File: src/rtl/shot_resolver.sv
// shot_resolver: upstream stage of the battleship boats-left counter.
//   Holds the live ROWS x COLS ship board, accepts one shot per handshake, classifies it as
//   miss/hit/repeat/invalid, clears hit cells and tracks game end.
//   Optional feature macro: SHOT_LIMIT_EN (enforce a MAX_SHOTS budget per game).
// Ports:
//   clk, rst                 clock, synchronous active-high reset
//   load_valid, board_in     load a new ship map (only in IDLE/DONE); bit r*COLS+c = cell (r,c)
//   shot_valid, shot_ready   shot handshake; ready only while armed
//   shot_row, shot_col       target coordinate
//   result_valid             one-cycle pulse qualifying result_code
//   result_code              00 miss, 01 hit, 10 repeat, 11 invalid
//   board_out                live ship cells, same bit mapping as board_in
//   shots_left               remaining budget (0 when the budget feature is off)
//   game_over, player_won    end-of-game flags, valid while in DONE
module shot_resolver #(
  parameter int unsigned ROWS      = 5,
  parameter int unsigned COLS      = 5,
  parameter int unsigned MAX_SHOTS = 15
) (
  input  logic                 clk,
  input  logic                 rst,
  input  logic                 load_valid,
  input  logic [ROWS*COLS-1:0] board_in,
  input  logic                 shot_valid,
  output logic                 shot_ready,
  input  logic [2:0]           shot_row,
  input  logic [2:0]           shot_col,
  output logic                 result_valid,
  output logic [1:0]           result_code,
  output logic [ROWS*COLS-1:0] board_out,
  output logic [4:0]           shots_left,
  output logic                 game_over,
  output logic                 player_won
);

  localparam int unsigned NCells = ROWS * COLS;

`ifdef SHOT_LIMIT_EN
  localparam bit LimitEn = 1'b1;
`else
  localparam bit LimitEn = 1'b0;
`endif

  typedef enum logic [2:0] {StIdle, StArmed, StResolve, StReport, StDone} state_e;

  state_e              state;
  logic [2:0]          row_q;
  logic [2:0]          col_q;
  logic [NCells-1:0]   fired;

  logic                in_range;
  logic [5:0]          idx;
  logic [NCells-1:0]   cell_mask;
  logic                is_ship;
  logic                is_fired;

  // Decode the latched coordinate into a one-hot cell mask. The mask is only meaningful when
  // the coordinate is in range; using a mask avoids out-of-range bit selects on the board.
  always_comb begin
    in_range  = (32'(row_q) < ROWS) && (32'(col_q) < COLS);
    idx       = 6'(row_q) * 6'(COLS) + 6'(col_q);
    cell_mask = NCells'(64'd1 << idx);
    is_ship   = |(board_out & cell_mask);
    is_fired  = |(fired & cell_mask);
  end

  always_ff @(posedge clk) begin
    if (rst) begin
      state        <= StIdle;
      row_q        <= '0;
      col_q        <= '0;
      fired        <= '0;
      board_out    <= '0;
      shots_left   <= '0;
      shot_ready   <= 1'b0;
      result_valid <= 1'b0;
      result_code  <= 2'b00;
      game_over    <= 1'b0;
      player_won   <= 1'b0;
    end else begin
      result_valid <= 1'b0;
      case (state)
        StIdle, StDone: begin
          if (load_valid) begin
            board_out  <= board_in;
            fired      <= '0;
            shots_left <= LimitEn ? 5'(MAX_SHOTS) : 5'd0;
            if (board_in == '0) begin
              // An empty board is an immediate win.
              state      <= StDone;
              shot_ready <= 1'b0;
              game_over  <= 1'b1;
              player_won <= 1'b1;
            end else begin
              state      <= StArmed;
              shot_ready <= 1'b1;
              game_over  <= 1'b0;
              player_won <= 1'b0;
            end
          end
        end

        // shot_ready is high throughout this state, so shot_valid alone completes the handshake.
        // A simultaneous load_valid is deliberately ignored.
        StArmed: begin
          if (shot_valid) begin
            row_q      <= shot_row;
            col_q      <= shot_col;
            shot_ready <= 1'b0;
            state      <= StResolve;
          end
        end

        StResolve: begin
          result_valid <= 1'b1;
          state        <= StReport;
          if (!in_range) begin
            result_code <= 2'b11;
          end else if (is_fired) begin
            result_code <= 2'b10;
          end else begin
            fired <= fired | cell_mask;
            if (is_ship) begin
              result_code <= 2'b01;
              board_out   <= board_out & ~cell_mask;
            end else begin
              result_code <= 2'b00;
            end
            if (LimitEn && shots_left != 5'd0) begin
              shots_left <= shots_left - 5'd1;
            end
          end
        end

        // Clearing the board wins even if the same shot exhausted the budget.
        StReport: begin
          if (board_out == '0) begin
            state      <= StDone;
            game_over  <= 1'b1;
            player_won <= 1'b1;
          end else if (LimitEn && shots_left == 5'd0) begin
            state      <= StDone;
            game_over  <= 1'b1;
            player_won <= 1'b0;
          end else begin
            state      <= StArmed;
            shot_ready <= 1'b1;
          end
        end

        default: state <= StIdle;
      endcase
    end
  end

endmodule

File: config.mk
export PLATFORM = sky130hd
export DESIGN_NAME = shot_resolver
export DESIGN_NICKNAME = d
export VERILOG_FILES = /design/src/rtl/shot_resolver.sv
export SDC_FILE = /design/constraint.sdc
export NUM_CORES = 1
export LEC_CHECK = 0
export ABC_AREA = 1
export BUFFER_PORTS_ARGS = -buffer_cell sky130_fd_sc_hd__buf_2
export CAP_MARGIN = 30
export CELL_PAD_IN_SITES_DETAIL_PLACEMENT = 0
export CELL_PAD_IN_SITES_GLOBAL_PLACEMENT = 2
export CORE_MARGIN = 2
export CORE_UTILIZATION = 32
export CTS_CLUSTER_SIZE = 40
export DETAILED_ROUTE_END_ITERATION = 12
export MAX_ROUTING_LAYER = met4
export PLACE_DENSITY_LB_ADDON = 0.1
export SYNTH_ARGS = -nofsm -noshare
export SYNTH_HDL_FRONTEND = slang
export SYNTH_SLANG_ARGS = --single-unit
File: constraint.sdc
create_clock -name clk -period 4.5 [get_ports clk]
set_input_delay 0.225 -clock clk [delete_from_list [all_inputs] [get_ports clk]]
set_output_delay 0.225 -clock clk [all_outputs]
set_load 0.005 [all_outputs]
Word-level counts from Yosys, hierarchy flattened
Cells that the tools add are included.
{"block": "totals", "reg_bits": 64, "inputBits": 35, "wordCells": 73}
{"block": "op_classes", "addsub": 1, "n_mul": 1, "n_lt_le_gt_ge": 2, "eq_ne": 11, "n_shift": 1, "mux": 27, "bitwise": 5, "n_reduce_logical": 16}
{"operator": "$mux 25", "count": 7}
{"operator": "$pmux 25 s2", "count": 2}
{"operator": "$and 25x25->25", "count": 3}
{"operator": "$logic_not 25->1", "count": 2}
{"operator": "$reduce_or 25->1", "count": 2}
{"operator": "$not 25->25", "count": 1}
{"operator": "$or 25x25->25", "count": 1}
{"operator": "$shl 1x6->25 const A", "count": 1}
{"operator": "$ne 2x2->1 const B", "count": 7}
{"operator": "$mux 3", "count": 4}
{"operator": "$pmux 3 s4", "count": 1}
{"operator": "$mux 1", "count": 9}
{"operator": "$reduce_and 4->1", "count": 2}
{"operator": "$add 6x3->6", "count": 1}
{"operator": "$eq 3x2->1 const B", "count": 2}
{"operator": "$lt 3x3->1 const B", "count": 2}
{"operator": "$mul 3x3->6 const B", "count": 1}
{"operator": "$reduce_and 5->1", "count": 1}
{"operator": "$mux 2", "count": 2}
{"operator": "$reduce_and 2->1", "count": 2}
{"operator": "$reduce_bool 2->1", "count": 2}
{"operator": "$eq 3x1->1 const B", "count": 1}
{"operator": "$eq 3x3->1 const B", "count": 1}
{"operator": "$logic_not 3->1", "count": 1}
{"operator": "other kinds (6)", "count": 6}

Logic depth before layout (Yosys ltp)
Gate-level depths: netlist of the first run.
{"block": "depth", "ltp_word": 9, "depth_mapped": 21, "ltp_nobuf": 20}

Worst setup path after synthesis of the first run
No wires, ideal clock.
{"block": "synth_timing", "path_type": "register to register", "start": "reg row_q[0]", "end": "reg fired[20]", "setup_ns": 0.070, "arrival_ns": 2.885, "slack_ns": 1.544, "path_stages_with_launch": 20, "synth_period_minus_slack_ns": 2.956, "path_cell_list": "dfxtp_1 ha_1 ha_1 inv_1 fa_1 inv_1 nor2_1 nand2_1 nor2_1 nand2_1 o21ai_1 inv_1 nand2_1 nor2_1 nand2_1 nand2_2 nand2_2 buf_4 nand2_1 a21oi_1"}
{"block": "synth_via", "elab_chain_cells": 7, "elab_cells_between_ends": 14}
{"item": "from (decl)", "line": "47", "source": "logic [2:0] row_q;"}
{"item": "from (signal assigned)", "line": "107", "source": "row_q <= shot_row;"}
{"item": "$mul 3x3->6", "line": "61", "source": "idx = 6'(row_q) * 6'(COLS) + 6'(col_q);"}
{"item": "$add 6x3->6", "line": "61"}
{"item": "$shl 1x6->25", "line": "62", "source": "cell_mask = NCells'(64'd1 << idx);"}
{"item": "$and 25x25->25 / $or 25x25->25 (equally long branches)", "line": "64, 122"}
{"item": "$reduce_or 25->1 / $mux 25 (equally long branches)", "line": "64, 119"}
{"item": "$ne 2x2->1 (no source line) / $mux 25 (equally long branches)"}
{"item": "$reduce_and 4->1 (no source line) / $pmux 25 s2 (equally long branches)"}
{"item": "to (signal assigned)", "line": "122", "source": "fired <= fired | cell_mask;"}
{"item": "to (decl)", "line": "49", "source": "logic [NCells-1:0] fired;"}
Several ways; a longest one is shown, not always the timed one. The select of a mux whose other input is x is not followed.
A chain may end at the register's enable or synchronous reset.

Final worst setup path of the first run
{"block": "layout_timing", "start": "reg row_q[0]", "end": "reg board_out[1]"}
{"block": "layout_via", "elab_chain_cells": 9, "elab_cells_between_ends": 19}
{"item": "parallel branches: the longest is 9 deep, another holds $mul 3x3->6"}
{"item": "to (signal assigned)", "line": "85", "source": "board_out <= board_in;"}
{"item": "to (signal assigned)", "line": "125", "source": "board_out <= board_out & ~cell_mask;"}
{"item": "to (decl)", "line": "30", "source": "output logic [ROWS*COLS-1:0] board_out,"}
Parallel ways; which one is timed is not known. The select of a mux whose other input is x is not followed.

==> out/qor.txt, run 1 <==
f_max - 0.257 GHz
Die Wd - 122 microns
Max VDD drop - 217 uV
final wirelength - 16.1 mm
crit share post-route - 86.4%
DRC viols - 0
final worst setup slack - 614 ps
Setup CP Type - register to register
setup tns final - 0 ps
Data required, critical path - 4770 ps
Yosys reg bits - 64
met2 wire length - 7.74 mm
core area - 13300 sq um
initial antenna violation count - 0
commonest non-fill, non-tap cells in the layout - nand2_1, nor2_1, inv_1
Worst-Skew Late Latency - 340 ps
Area Overhead vs Synth - 15.9%
io pins - 71
WL/cell - 16.9 microns
fin nets - 821
DRT antenna net count - 0
All-Layer GR Usage - 23.2%
dominant cell type by area after synthesis - dfxtp_1
Arr. time, crit path - 4160 ps
Yosys warnings - 0
first-pass GRT wire length - 25.4 mm
Slew @ Worst Pin - 999 ps
Non-Filler Instances - 956
buffer depth of the longest clock path - 2
Detailed Routing Iterations Pass 1 - 5
fin. max-slew vios - 0
maximum fanout along the worst path - 25
GRT overflow - 0
setup bufs post-CTS - 0
dpl hpwl - 11.7 mm
area occupied by registers - 1280 sq um
MaxCap Viol Count - 0
commonest non-fill, non-tap cell in the layout - nand2_1
RePlAce Congestion - 0.875
Synth top area share - 29.0%
highest metal layer with signal wires - met4
vias after detailed routing - 4846
vias in the first global route - 4585
Iteration-0 DRC Markers - 318
die area - 14800 sq um
CTS sink count - 64
Resized Gates After CTS - 0
final setup fails - 0
DP Cell Count - 941
Worst-path clk slew - 50 ps
H-tree depth - 3
area of the multi-input gates - 2560 sq um
total CTS buffers - 9
post-synthesis sequential area ratio - 29.0%
Port Buffers - 65
maximum number of pins on one net before global-route repair - 47
cell count after synthesis - 731
Slew HR - 33.3%
clk root buf - clkbuf_16
routed vias/inst - 5.07
Initial Util - 33.1%
Distinct cells, synth - 32
RSZ-0062 raised after global routing - false
hold_buf cts - 0
Leakage Power - 2.38 nW
HP Class - input pin to register
Worst Setup End Kind - register
Die Ht - 122 microns
CTS tree - done
Worst Setup Start Kind - register
Cell Area, Synth - 4420 sq um
Final Cell Area - 5120 sq um
n_diodes - 0
fin crit period - 3890 ps
Setup Skew - 9.93 ps
Area contributors post-synth - dfxtp_1, nand2_1, nor2_1
placed cell areas - 4840 sq um
Cell Rows - 42
Avg Inst Size Synth - 6.05 sq um
pre-CTS WS - 615 ps
ratio of cells with drive above 1 in the final layout - 13.3%
FILL cells - 1510
DR WL met3 - 673 microns
Power Dens Cells - 464 nW/um^2
WL met1 - 7.61 mm
outcome - finished, final reports clean
Hold Violations, Final - 0
-- routing by layer --
layer	up-vias	GRT usage, %
met3	5	3.98
met2	125	37.7
li1	2465	-
met5	-	-
met1	2251	30.6
met4	0	4.53
-- cells by family (layout without fill, tap and decap cells) --
group           Yosys count  in the layout  share of synthesized area, %
flops                    64             64                          29.0
simple gates            418            418                          41.7
other cells               1              5                        0.0848
compound gates           98             98                          12.6
buf+inv                 140            185                          13.6
fa+ha+maj                10             10                          3.00
-- layout make-up --
cell class	instances	share of cell area (%)
multi-input combinational	531	50.0
inverter	96	7.03
timing repair buffer	74	8.06
clock inverter	4	0.879
sequential	64	25.0
clock buffer	11	4.74
tap	176	4.30
-- synth_stat cells, drive strengths merged --
master,number
a211oi,1
a21oi,58
a22oi,24
buf,25
clkbuf,19
clkinv,1
conb,1
dfxtp,64
fa,1
ha,9
inv,95
nand2,169
nand3,84
nand3b,1
nand4,33
nor2,117
nor3,6
nor4,6
o21ai,14
o221ai,1
or2,2
-- path summary, 6_finish.rpt --
path                    start            to  slack [ps]  cells after the start
setup / recovery     row_q[0]  board_out[1]         610                     18
hold / removal    shot_col[2]      col_q[2]         150                      3
setup reg to reg     row_q[0]  board_out[1]         610                     18
hold reg to reg    shot_ready    shot_ready         460                      2
-- flip-flops by register name, indices dropped and copies added (netlist names) --
register / count
fired: 25
result_valid: 1
col_q: 3
state: 3
result_code: 2
board_out: 25
shot_ready: 1
row_q: 3
player_won: 1
-- worst max-delay path: stages (launching register included) --
cell	delay, ps
dfxtp_1	330
ha_1	300
ha_1	290
inv_1	50
fa_1	580
inv_1	110
nor2_1	170
nand2_1	70
nor2_1	460
nand3_1	160
nand2_1	110
nor2_1	50
nand2_1	90
nor2_2	50
nand3_2	300
nand3_4	390
nand2_1	160
inv_1	50
nor2_1	100
-- through the flow --
step	hold slack (ps)	util (%)	power (W)
final	154	38.4	0.00238
after global routing	176	38.4	0.00254
after CTS	141	38.4	0.00240
after detailed placement	453	36.2	0.00167
after global placement	446	36.0	0.00167
after floorplan	390	-	0.00136
-- power by group --
part / leakage, nW / internal [W] / total, W / switching (W)
registers: 0.523 / 0.000651 / 0.000730 / 0.0000787
logic: 1.71 / 0.000284 / 0.000932 / 0.000648
clock network: 0.145 / 0.000438 / 0.000715 / 0.000277
total: 2.38 / 0.00137 / 0.00238 / 0.00100
No activity file was read; power rests on OpenSTA's default activity.
==> run 2: changes to the inputs <==
--- a/config.mk
+++ b/config.mk
@@ -15,7 +15,7 @@
 export CTS_CLUSTER_SIZE = 40
 export DETAILED_ROUTE_END_ITERATION = 12
 export MAX_ROUTING_LAYER = met4
-export PLACE_DENSITY_LB_ADDON = 0.1
+export PLACE_DENSITY = 0.88
 export SYNTH_ARGS = -nofsm -noshare
 export SYNTH_HDL_FRONTEND = slang
 export SYNTH_SLANG_ARGS = --single-unit
==> out/qor.txt, run 2 (synthesis results as in run 1) <==
outcome - finished, final reports clean
Max VDD drop - 219 uV (+1.3%)
end of the critical path - board_out[23]
HP Class - input pin to register
r2r worst-path depth - 19 (+1)
reg2reg setup slack - 560 ps (-50 ps)
ratio of cells with drive above 1 in the final layout - 13.3% (-0.017 points)
CP bufs+invs - 4 (+1)
CTS tree - done
vias in the first global route - 4647 (+1.4%)
Data required, critical path - 4780 ps (about the same)
CP top delay family - simple AND/OR/NAND/NOR gates
Largest regs - board_out x25, fired x25
fin crit period - 3940 ps (+50.7 ps)
first-pass GRT wire length - 24.7 mm (-2.8%)
setup tns final - 0 ps (unchanged)
Worst path max stage delay - 460 ps (-120 ps)
Leakage Power - 2.39 nW (+0.71%)
commonest non-fill, non-tap cell in the layout - nand2_1
routed vias/inst - 5.18 (+2.1%)
H-tree depth - 3 (unchanged)
Critical Path Start - row_q[0]
Slew @ Worst Pin - 688 ps (-311 ps)
DRC viols - 0 (unchanged)
Initial Util - 33.1% (unchanged)
All-Layer GR Usage - 22.0% (-1.2 points)
Setup CP Type - register to register
RSZ-0062 raised after global routing - false
Crit path depth - 19 (+1)
fin nets - 821 (unchanged)
clk root buf - clkbuf_16
Area Overhead vs Synth - 16.9%
Non-Filler Instances - 957 (+0.10%)
GRT overflow - 0 (unchanged)
Cell Rows - 42 (unchanged)
dpl hpwl - 11.1 mm (-5.7%)
maximum number of pins on one net before global-route repair - 47 (unchanged)
CTS sink count - 64 (unchanged)
maximum fanout along the worst path - 25 (unchanged)
Total Power - 0.00246 W (+3.6%)
worst hold slack - 149 ps (-4.65 ps)
crit share post-route - 87.5% (+1.1 points)
Iteration-0 DRC Markers - 419 (+32%)
RePlAce Congestion - 0.947 (+8.2%)
Hold Violations, Final - 0 (unchanged)
WL/cell - 16.1 microns (-4.7%)
Worst-Skew Late Latency - 340 ps (about the same)
Reg-to-Reg End - board_out[23]
Worst Setup End Kind - register
Final Cell Area - 5170 sq um (+0.90%)
placed cell areas - 4840 sq um (unchanged)
setup bufs post-CTS - 0 (unchanged)
buffer depth of the longest clock path - 2 (unchanged)
Resized Gates After CTS - 0 (unchanged)
core area - 13300 sq um (unchanged)
hold_buf cts - 0 (unchanged)
n_diodes - 0 (unchanged)
Slew HR - 54.2% (+21 points)
f_max - 0.254 GHz (-1.3%)
Worst Setup Start Kind - register
Port Buffers - 65 (unchanged)
final setup fails - 0 (unchanged)
Power Dens Cells - 476 nW/um^2 (+2.6%)
Slowest cell on crit path - nor2_1
total CTS buffers - 9 (unchanged)
Setup Skew - 6.13 ps (-3.80 ps)
MaxCap Viol Count - 0 (unchanged)
Die Wd - 122 microns (unchanged)
Worst-path clk slew - 50 ps (about the same)
Die Ht - 122 microns (unchanged)
initial antenna violation count - 0 (unchanged)
commonest non-fill, non-tap cells in the layout - nand2_1, nor2_1, inv_1
DRT antenna net count - 0 (unchanged)
vias after detailed routing - 4955 (+2.2%)
Critical Path Most Common Cell - nand2_1
Reg2Reg Launch Point - row_q[0]
io pins - 71 (unchanged)
CP cell instances - ha_1 -> ha_1 -> inv_1 -> fa_1 -> inv_1 -> nand2_1 -> nand2_1 -> nand2_1 -> nor2_1 -> nand3_1 -> o21ai_1 -> inv_1 -> nand2_1 -> nor2_1 -> nand3_2 -> nand3_4 -> nand2_1 -> inv_1 -> nor2_1
fin. max-slew vios - 0 (unchanged)
final wirelength - 15.4 mm (-4.6%)
Arr. time, crit path - 4210 ps (+50 ps)
DP Cell Count - 941 (unchanged)
Detailed Routing Iterations Pass 1 - 7 (+2)
die area - 14800 sq um (unchanged)
==> run 2: cell types whose count changed in the layout (fill, tap and decap cells not counted) <==
cell	change
clkinv_2	-3
clkbuf_8	+2
bufinv_16	+1
clkbuf_1	+1
==> run 2: worst min-delay path by stage <==
stage | start | endpoint | depth (start not counted)
final | shot_col[2] | col_q[2] | 3
after global routing | shot_col[0] | col_q[0] | 3
after CTS | shot_col[2] | col_q[2] | 3
after detailed placement | fired[16] | fired[16] | 2
after global placement | fired[16] | fired[16] | 2
after floorplan | shot_col[0] | col_q[0] | 2
==> run 2: tightest hold or removal path: stages <==
cell,delay (ps)
buf_2,70
o21ai_0,70
nor2_1,80
==> run 2: routing by layer <==
| metal | GRT usage (%) | wire length, microns | up-vias |
|---|---|---|---|
| met5 | - | 0 | - |
| met4 | 7.97 | 341 | 0 |
| met3 | 4.35 | 934 | 26 |
| met2 | 33.0 | 6950 | 183 |
| met1 | 29.4 | 7140 | 2277 |
| li1 | - | - | 2469 |
==> run 2: where the power goes <==
group | switching [W] | internal (W) | total, W | leakage [nW]
Combinational | 0.000649 | 0.000284 | 0.000933 | 1.71
Clock | 0.000270 | 0.000531 | 0.000801 | 0.163
Sequential | 0.0000757 | 0.000651 | 0.000727 | 0.523
Total | 0.000994 | 0.00147 | 0.00246 | 2.39
==> run 2: stage by stage <==
| step | util [%] | setup WS [ps] |
|---|---|---|
| floorplan | - | 1540 |
| global placement | 36.0 | 636 |
| detailed placement | 36.2 | 561 |
| CTS | 38.7 | 548 |
| global route | 38.7 | 241 |
| finish | 38.7 | 563 |
==> run 2: layout make-up <==
cell class	instances	area, sq um
fill	1501	8180
multi-input combinational	531	2560
sequential	64	1280
timing repair buffer	74	413
inverter	96	360
clock buffer	14	274
tap	176	220
clock inverter	2	60.1
